===== src/rtl/csr_write_unit.sv =====
// Machine-mode CSR read-modify-write unit owning mstatus/mie/mtvec/mscratch/mepc/mcause and mcycle/minstret.
// Define CSR_CNT_INHIBIT_EN to add mcountinhibit (0x320); otherwise that address is unmapped.
module csr_write_unit #(
    parameter logic [31:0] MTVEC_RESET  = 32'h0000_0000,
    parameter int unsigned CYCLE_OFFSET = 3
) (
    input  logic        clk,
    input  logic        rst,
    input  logic        req_valid,
    output logic        req_ready,
    input  logic [1:0]  req_op,
    input  logic [11:0] req_addr,
    input  logic [31:0] req_wdata,
    input  logic        req_src_zero,
    output logic        resp_valid,
    input  logic        resp_ready,
    output logic [31:0] resp_rdata,
    output logic        resp_err,
    input  logic        retire,
    output logic        mstatus_mie,
    output logic [31:0] mtvec_out,
    output logic [31:0] mepc_out
);
    typedef enum logic [1:0] {IDLE, EXEC, RESP} state_t;

    localparam logic [1:0] OP_RW = 2'b01;
    localparam logic [1:0] OP_RS = 2'b10;

    state_t      state_q, state_d;
    logic        req_ready_q, req_ready_d;
    logic        resp_valid_q, resp_valid_d;
    logic [31:0] resp_rdata_q, resp_rdata_d;
    logic        resp_err_q, resp_err_d;
    logic [1:0]  op_q, op_d;
    logic [11:0] addr_q, addr_d;
    logic [31:0] wdata_q, wdata_d;
    logic        src_zero_q, src_zero_d;
    logic        mst_mie_q, mst_mie_d;
    logic        mst_mpie_q, mst_mpie_d;
    logic [2:0]  irq_en_q, irq_en_d;
    logic [31:0] mtvec_q, mtvec_d;
    logic [31:0] mscratch_q, mscratch_d;
    logic [31:0] mepc_q, mepc_d;
    logic [31:0] mcause_q, mcause_d;
    logic [63:0] mcycle_q, mcycle_d;
    logic [63:0] minstret_q, minstret_d;
    logic        mstatus_mie_q, mstatus_mie_d;
    logic [31:0] mtvec_out_q, mtvec_out_d;
    logic [31:0] mepc_out_q, mepc_out_d;
`ifdef CSR_CNT_INHIBIT_EN
    logic        cy_inh_q, cy_inh_d;
    logic        ir_inh_q, ir_inh_d;
`endif

    logic [63:0] cycle_rd;
    logic [31:0] old_val, new_val;
    logic        hit, ro, do_write, err, wr_en;

    assign cycle_rd = mcycle_q - 64'(CYCLE_OFFSET);

    always_comb begin
        old_val = '0;
        hit     = 1'b0;
        ro      = 1'b0;
        case (addr_q)
            12'h300: begin hit = 1'b1; old_val = {24'b0, mst_mpie_q, 3'b0, mst_mie_q, 3'b0}; end
            12'h304: begin
                hit     = 1'b1;
                old_val = {20'b0, irq_en_q[2], 3'b0, irq_en_q[1], 3'b0, irq_en_q[0], 3'b0};
            end
            12'h305: begin hit = 1'b1; old_val = mtvec_q; end
`ifdef CSR_CNT_INHIBIT_EN
            12'h320: begin hit = 1'b1; old_val = {29'b0, ir_inh_q, 1'b0, cy_inh_q}; end
`endif
            12'h340: begin hit = 1'b1; old_val = mscratch_q; end
            12'h341: begin hit = 1'b1; old_val = mepc_q; end
            12'h342: begin hit = 1'b1; old_val = mcause_q; end
            12'hB00: begin hit = 1'b1; old_val = cycle_rd[31:0]; end
            12'hB80: begin hit = 1'b1; old_val = cycle_rd[63:32]; end
            12'hB02: begin hit = 1'b1; old_val = minstret_q[31:0]; end
            12'hB82: begin hit = 1'b1; old_val = minstret_q[63:32]; end
            12'hC00: begin hit = 1'b1; ro = 1'b1; old_val = cycle_rd[31:0]; end
            12'hC80: begin hit = 1'b1; ro = 1'b1; old_val = cycle_rd[63:32]; end
            12'hC02: begin hit = 1'b1; ro = 1'b1; old_val = minstret_q[31:0]; end
            12'hC82: begin hit = 1'b1; ro = 1'b1; old_val = minstret_q[63:32]; end
            default: ;
        endcase
    end

    always_comb begin
        case (op_q)
            OP_RW:   new_val = wdata_q;
            OP_RS:   new_val = old_val | wdata_q;
            default: new_val = old_val & ~wdata_q;
        endcase
    end

    // RS/RC with a zero source only reads, so read-only targets stay legal
    assign do_write = (op_q == OP_RW) || !src_zero_q;
    assign err      = !hit || (op_q == 2'b00) || (do_write && ro);
    assign wr_en    = (state_q == EXEC) && !err && do_write;

    always_comb begin
        state_d       = state_q;
        req_ready_d   = req_ready_q;
        resp_valid_d  = resp_valid_q;
        resp_rdata_d  = resp_rdata_q;
        resp_err_d    = resp_err_q;
        op_d          = op_q;
        addr_d        = addr_q;
        wdata_d       = wdata_q;
        src_zero_d    = src_zero_q;
        mst_mie_d     = mst_mie_q;
        mst_mpie_d    = mst_mpie_q;
        irq_en_d      = irq_en_q;
        mtvec_d       = mtvec_q;
        mscratch_d    = mscratch_q;
        mepc_d        = mepc_q;
        mcause_d      = mcause_q;
        mcycle_d      = mcycle_q + 64'd1;
        minstret_d    = minstret_q + {63'b0, retire};
        mstatus_mie_d = mst_mie_q;
        mtvec_out_d   = mtvec_q;
        mepc_out_d    = mepc_q;
`ifdef CSR_CNT_INHIBIT_EN
        cy_inh_d      = cy_inh_q;
        ir_inh_d      = ir_inh_q;
        if (cy_inh_q) mcycle_d = mcycle_q;
        if (ir_inh_q) minstret_d = minstret_q;
`endif
        case (state_q)
            IDLE: begin
                if (req_valid) begin
                    op_d        = req_op;
                    addr_d      = req_addr;
                    wdata_d     = req_wdata;
                    src_zero_d  = req_src_zero;
                    req_ready_d = 1'b0;
                    state_d     = EXEC;
                end
            end
            EXEC: begin
                resp_rdata_d = err ? 32'h0 : old_val;
                resp_err_d   = err;
                resp_valid_d = 1'b1;
                state_d      = RESP;
            end
            RESP: begin
                if (resp_ready) begin
                    resp_valid_d = 1'b0;
                    req_ready_d  = 1'b1;
                    state_d      = IDLE;
                end
            end
            default: state_d = IDLE;
        endcase
        // A committed counter write overrides that half's increment
        if (wr_en) begin
            case (addr_q)
                12'h300: begin mst_mie_d = new_val[3]; mst_mpie_d = new_val[7]; end
                12'h304: irq_en_d = {new_val[11], new_val[7], new_val[3]};
                12'h305: mtvec_d = {new_val[31:2], 2'b00};
`ifdef CSR_CNT_INHIBIT_EN
                12'h320: begin cy_inh_d = new_val[0]; ir_inh_d = new_val[2]; end
`endif
                12'h340: mscratch_d = new_val;
                12'h341: mepc_d = {new_val[31:2], 2'b00};
                12'h342: mcause_d = new_val;
                12'hB00: mcycle_d[31:0] = new_val;
                12'hB80: mcycle_d[63:32] = new_val;
                12'hB02: minstret_d[31:0] = new_val;
                12'hB82: minstret_d[63:32] = new_val;
                default: ;
            endcase
        end
    end

    always_ff @(posedge clk) begin
        if (!rst) begin
            state_q       <= IDLE;
            req_ready_q   <= 1'b1;
            resp_valid_q  <= 1'b0;
            resp_rdata_q  <= '0;
            resp_err_q    <= 1'b0;
            op_q          <= '0;
            addr_q        <= '0;
            wdata_q       <= '0;
            src_zero_q    <= 1'b0;
            mst_mie_q     <= 1'b0;
            mst_mpie_q    <= 1'b0;
            irq_en_q      <= '0;
            mtvec_q       <= {MTVEC_RESET[31:2], 2'b00};
            mscratch_q    <= '0;
            mepc_q        <= '0;
            mcause_q      <= '0;
            mcycle_q      <= '0;
            minstret_q    <= '0;
            mstatus_mie_q <= 1'b0;
            mtvec_out_q   <= {MTVEC_RESET[31:2], 2'b00};
            mepc_out_q    <= '0;
`ifdef CSR_CNT_INHIBIT_EN
            cy_inh_q      <= 1'b0;
            ir_inh_q      <= 1'b0;
`endif
        end else begin
            state_q       <= state_d;
            req_ready_q   <= req_ready_d;
            resp_valid_q  <= resp_valid_d;
            resp_rdata_q  <= resp_rdata_d;
            resp_err_q    <= resp_err_d;
            op_q          <= op_d;
            addr_q        <= addr_d;
            wdata_q       <= wdata_d;
            src_zero_q    <= src_zero_d;
            mst_mie_q     <= mst_mie_d;
            mst_mpie_q    <= mst_mpie_d;
            irq_en_q      <= irq_en_d;
            mtvec_q       <= mtvec_d;
            mscratch_q    <= mscratch_d;
            mepc_q        <= mepc_d;
            mcause_q      <= mcause_d;
            mcycle_q      <= mcycle_d;
            minstret_q    <= minstret_d;
            mstatus_mie_q <= mstatus_mie_d;
            mtvec_out_q   <= mtvec_out_d;
            mepc_out_q    <= mepc_out_d;
`ifdef CSR_CNT_INHIBIT_EN
            cy_inh_q      <= cy_inh_d;
            ir_inh_q      <= ir_inh_d;
`endif
        end
    end

    assign req_ready   = req_ready_q;
    assign resp_valid  = resp_valid_q;
    assign resp_rdata  = resp_rdata_q;
    assign resp_err    = resp_err_q;
    assign mstatus_mie = mstatus_mie_q;
    assign mtvec_out   = mtvec_out_q;
    assign mepc_out    = mepc_out_q;
endmodule


===== config.mk =====
export PLATFORM = sky130hd
export DESIGN_NAME = csr_write_unit
export DESIGN_NICKNAME = d
export VERILOG_FILES = /design/src/rtl/csr_write_unit.sv
export SDC_FILE = /design/constraint.sdc
export NUM_CORES = 1
export LEC_CHECK = 0
export CELL_PAD_IN_SITES_DETAIL_PLACEMENT = 1
export CELL_PAD_IN_SITES_GLOBAL_PLACEMENT = 2
export CORE_ASPECT_RATIO = 1.25
export CORE_MARGIN = 5
export CORE_UTILIZATION = 30
export CTS_CLUSTER_SIZE = 28
export DETAILED_ROUTE_END_ITERATION = 6
export GPL_ROUTABILITY_DRIVEN = 0
export GPL_TIMING_DRIVEN = 0
export PLACE_DENSITY_LB_ADDON = 0.1
export SLEW_MARGIN = 20
export SYNTH_ARGS = -nofsm -noshare
export SYNTH_HDL_FRONTEND = slang
export SYNTH_SLANG_ARGS = --single-unit

===== constraint.sdc =====
create_clock -name clk -period 9.52 [get_ports clk]
set_input_delay 1.904 -clock clk [delete_from_list [all_inputs] [get_ports clk]]
set_output_delay 1.904 -clock clk [all_outputs]
set_load 0.01 [all_outputs]

### Word level (Yosys, flattened, before mapping)

Cells that the tools add are included.

* register bits: 402
* logic and storage cells: 95
* output and inout bits: 100
* input bits: 52

* muxes and demuxes: 19
* equality and inequality tests: 20
* add/sub/neg operators: 3
* bitwise gates (word level): 3
* reductions and logical operators: 29

Operators by type and width (count)
* case mux 32 bit (10 select lines): 1
* 2-to-1 mux 32 bit: 5
* 2-to-1 mux 64 bit: 2
* == test 12 bit, second input constant: 8
* == test 12 x 10 -> 1 bit, second input constant: 6
* adder 64 x 1 -> 64 bit: 1
* adder 64 x 1 -> 64 bit, second input constant: 1
* case mux 32 bit (2 select lines): 1
* subtractor 64 x 2 -> 64 bit, second input constant: 1
* AND 32 bit: 1
* NOT 32 bit: 1
* OR 32 bit: 1
* AND reduction 2 bit: 9
* OR reduction 14 bit: 1
* OR reduction 2 bit: 4
* case mux 2 bit (3 select lines): 1
* 2-to-1 mux 1 bit: 5
* == test 2 x 1 -> 1 bit, second input constant: 2
* == test 2 bit, second input constant: 2
* zero test 2 bit: 2
* 2-to-1 mux 2 bit: 2
* != test 2 bit, second input constant: 2
* case mux 1 bit (2 select lines): 2
* nonzero test 2 bit: 2
* other kinds (5): 11

### Logic depth before layout (Yosys ltp)

Gate-level depths: netlist of run 1.

* word-level depth: 10
* mapped depth: 12

### Worst setup path after synthesis of run 1

Ideal clock, no wire load.

* path kind: input to register
* start: in retire
* end: reg minstret_q[54]
* path buffers: 1
* required time: 9434 ps
* stages: 10
* data arrival time: 3875 ps
* setup slack: 5558 ps
* cell sequence: ha_1 > ha_1 > and4_1 > and2_1 > clkbuf_1 > nand3_1 > nor3_1 > nand4_1 > xor2_1 > a221oi_2

* word-level cells in the longest chain between the ends: 3

Ends and longest elaborated chain
* start, declared: line 19 `input logic retire,`
* adder 64 x 1 -> 64 bit (*): line 121 `minstret_d = minstret_q + {63'b0, retire};`
* 2-to-1 mux 32 bit: line 159 `case (addr_q)`
* 2-to-1 mux 64 bit (*): line 158 `if (wr_en) begin`
* end signal, assigned: line 223 `minstret_q <= minstret_d;`
* end, declared: line 46 `logic [63:0] minstret_q, minstret_d;`

Mark *: on every way between the ends. The rest lies on a longest branch, timed or not.
A chain may end at the register's enable or synchronous reset.

### Worst setup path after layout of run 1

* start: reg addr_q[10]
* end: reg mcycle_q[47]

* word-level cells in the longest chain between the ends: 10
* elaborated cells on any way between the ends: 35
* those cells by class: 14 x eq/ne; 6 x mux; 2 x bitwise; 13 x reduce/logical

Ends and longest elaborated chain
* start, declared: line 35 `logic [11:0] addr_q, addr_d;`
* start signal, assigned: line 212 `addr_q <= addr_d;`
* branches (longest 9 deep; another with case mux 32 bit (10 select lines))
* 2-to-1 mux 64 bit (*): line 158
* end signal, assigned: line 222 `mcycle_q <= mcycle_d;`
* end, declared: line 45 `logic [63:0] mcycle_q, mcycle_d;`

Mark *: on every way between the ends.

==> results of run 1 <==
## power by group through the flow
stage / clock network [W] / logic [W] / registers [W]
after global routing: 0.00213 / 0.000388 / 0.00172
after detailed placement: 0 / 0.000367 / 0.00175
after floorplan: 0 / 0.000182 / 0.00175
after global placement: 0 / 0.000355 / 0.00175
final: 0.00204 / 0.000378 / 0.00172
after CTS: 0.00207 / 0.000369 / 0.00172
## cell type report
class | instances | area [um^2] | area share
clock buffer | 62 | 1380 | 0.0550
buffer | 220 | 886 | 0.0354
clock inverter | 24 | 328 | 0.0131
tap | 872 | 1090 | 0.0437
timing repair buffer | 157 | 1550 | 0.0621
multi-input combinational | 1930 | 11600 | 0.465
inverter | 23 | 86.3 | 0.00345
sequential | 402 | 8050 | 0.322
## state kept, by name, summed over array words and instances (netlist names), 2 cells and up
register,cells
addr_q,12
irq_en_q,3
mcause_q,32
mcycle_q,64
mepc_out,30
mepc_out_d,30
minstret_q,64
mscratch_q,32
mtvec_out,30
mtvec_out_d,30
op_q,2
resp_rdata,32
state_q,2
wdata_q,32
## per-layer routing
metal / vias up / GRT usage
li1: 9839 / -
met1: 11200 / 0.370
met3: 319 / 0.0508
met2: 968 / 0.524
met4: 4 / 0.177
met5: - / 0
## critical path: stages (launching register included)
cell and delay [ns]:
dfxtp_1 0.40, and3b_1 0.19, clkbuf_1 0.25, o211ai_1 0.51, clkbuf_1 0.71, clkbuf_1 0.61
nor3_1 0.11, a2111oi_1 0.88, nand4_1 0.73, nand2_1 0.71, a31oi_1 0.17
## cell families after synthesis
logic type / Yosys count / share of synthesized area
other: 1 / 0.000183
flip-flops: 402 / 0.393
adder cells (fa/ha/maj): 6 / 0.00366
buffers and inverters: 243 / 0.0475
XOR/XNOR: 144 / 0.0616
AND/OR/NAND/NOR: 916 / 0.226
AO/OA/AOI/OAI: 818 / 0.247
multiplexers: 42 / 0.0209
## path summary, 6_finish.rpt
path	depth (start not counted)	slack (ns)	end
worst max register to register	10	4.06	mcycle_q[47]
worst min register to register	2	0.44	resp_rdata[21]
worst min-delay path	2	0.44	resp_rdata[21]
worst max-delay path	10	4.06	mcycle_q[47]
## Yosys cell counts, types with 9 or more instances
cell / number / share of area
nand4_1: 52 / 0.016
a21oi_1: 222 / 0.054
xor2_1: 63 / 0.027
or4_1: 24 / 0.0088
nor4_1: 54 / 0.016
nor2_1: 168 / 0.031
and2_1: 77 / 0.024
and4_1: 15 / 0.0064
nor3_1: 80 / 0.020
mux2i_1: 35 / 0.017
o22ai_1: 17 / 0.0052
a22o_1: 10 / 0.0043
a211oi_1: 30 / 0.011
or3_1: 22 / 0.0067
nand3_1: 72 / 0.018
xnor2_1: 81 / 0.035
inv_1: 23 / 0.0042
nand2_1: 269 / 0.049
clkbuf_1: 194 / 0.036
a22oi_1: 41 / 0.015
o21ai_0: 253 / 0.062
dfxtp_1: 402 / 0.39
nor4b_1: 9 / 0.0038
a221oi_1: 10 / 0.0043
a31oi_1: 112 / 0.034
buf_1: 13 / 0.0024
o211ai_1: 10 / 0.0037
and3_1: 20 / 0.0061
nand2b_1: 14 / 0.0043
o31ai_1: 16 / 0.0059
## through the flow
stage,total power (W),utilization,instance area [um^2],worst slack [ns]
2_1_floorplan,0.00193,-,20500,5.56
3_3_place_gp,0.00211,0.340,23100,3.38
3_5_place_dp,0.00212,0.343,23300,4.15
4_1_cts,0.00415,0.368,25000,4.14
5_1_grt,0.00424,0.368,25000,4.12
6_report,0.00413,0.368,25000,4.06
==> results.yml, run 1 <==
cts:
  clk_latency_ns: 0.61
  clock_path_buffers: 3
  cts_tree: "yes"
  post_cts_buffers: 0
  hold_buffers: 0
  root_buffer: "clkbuf_16"
  cts_buffers: 48
  htree_levels: 2
  cts_sinks: 402
  ctsResizeCount: 0
  path_clk_slew_ns: 0.06
critical_path:
  startpoint_type: "flop"
  crit_fanout: 10
  path_class: "flop to flop"
  required_ns: 9.97
  reg2reg_from: "addr_q[10]"
  critPathLaunch: "addr_q[10]"
  end_kind: "flop"
  worstPathArrival_ns: 5.91
detailed_routing:
  dr_wl_met2_um: 55900
  num_vias: 22400
  top_layer: "met5"
  wirelength_um: 118000
  drc: 0
  met1_length_um: 47000
  antenna_left: 0
  wl_met3_um: 7240
  drt-initial-drc-count: 1952
  viasPerCell: 6.06
  wire_per_inst_um: 32.1
  dr.pass1.iters: 6
floorplanning:
  die_area_mm2: 0.0736
  initial_core_util: 0.302
  fp.coreArea_mm2: 0.0679
  row_count: 107
  num_io_pins: 152
  chipHeight_um: 302
  die_w_um: 244
power:
  leakage_nw: 8.86
  switching_share: 0.271
  internal_power_w: 0.00301
  p_per_area_mw_per_mm2: 165
  p_sw_w: 0.00112
  peakVddDrop_mv: 0.122
  pwr-share-comb: 0.091
  seqPwrFrac: 0.416
  clkPwrFrac: 0.493
logic_synthesis:
  synth_seq_area_share: 0.393
  synth.distinct_cells: 89
  synth_edf_count: 0
  synth_flop_cell: "dfxtp_1"
  netlist_area_mm2: 0.0205
  yosys_warnings: 0
  synth_seq_cells: 402
  avgSynthCellArea_um2: 7.97
  async_reset_ff_frac: 0
  postSynthCellCount: 2572
final_layout:
  final_common_cell: "dfxtp_1"
  area_delta_synth_final_pct: 22.0
  antenna_cells: 0
  final_cell_mix: "dfxtp_1 (402), nand2_1 (269), o21ai_0 (252)"
  fill_cells: 8054
  final_nets: 2840
  layout-drive-gt1-share: 0.0617
  final_cells: 3690
grt:
  grt_first_pass_wirelength_um: 166000
  grt_pass1_vias: 22600
  grt_usage: 0.308
  grt_max_degree: 15
  gr-total-overflow: 0
  antenna_found_initial: 3
sta:
  finalSetupViolCount: 0
  layout_min_cycle_time_ns: 5.46
  timing.hold.ws_ns: 0.442
  rsz0062_at_grt: "no"
  skew_ns: 0.0197
  final.setup.tns_ns: 0
  period_share: 0.573
  fmax_ghz: 0.183
  slew_headroom: 0.173
  hold_viol: 0
  worst_pin_slew_ns: 1.24
  finalMaxSlewViolations: 0
place:
  hpwl_um: 92500
  portBuffers: 146
  dp.cells: 3604
hold_path:
  hp-class: "flop to flop"
  min_from: "resp_rdata[21]"
run_status:
  status: "finished, final reports clean"
job:
  maxCapViolCount: 0
Power figures use the tool's default switching activity.
==> run 2, diff against run 1 <==
Clock period 9.52 ns to 5.7 ns, I/O delays scaled along.
==> results of run 2 <==
The final DEF is identical to that of run 1. Status: finished, final reports clean.
Main changes from that run: setup slack after placement 4.15 ns -> 0.346 ns; setup slack after layout 4.06 ns -> 0.243 ns; register-to-register setup slack 4.06 ns -> 0.24 ns; total power 0.00413 W -> 0.00690 W; worst IR drop on VDD 0.122 mV -> 0.204 mV
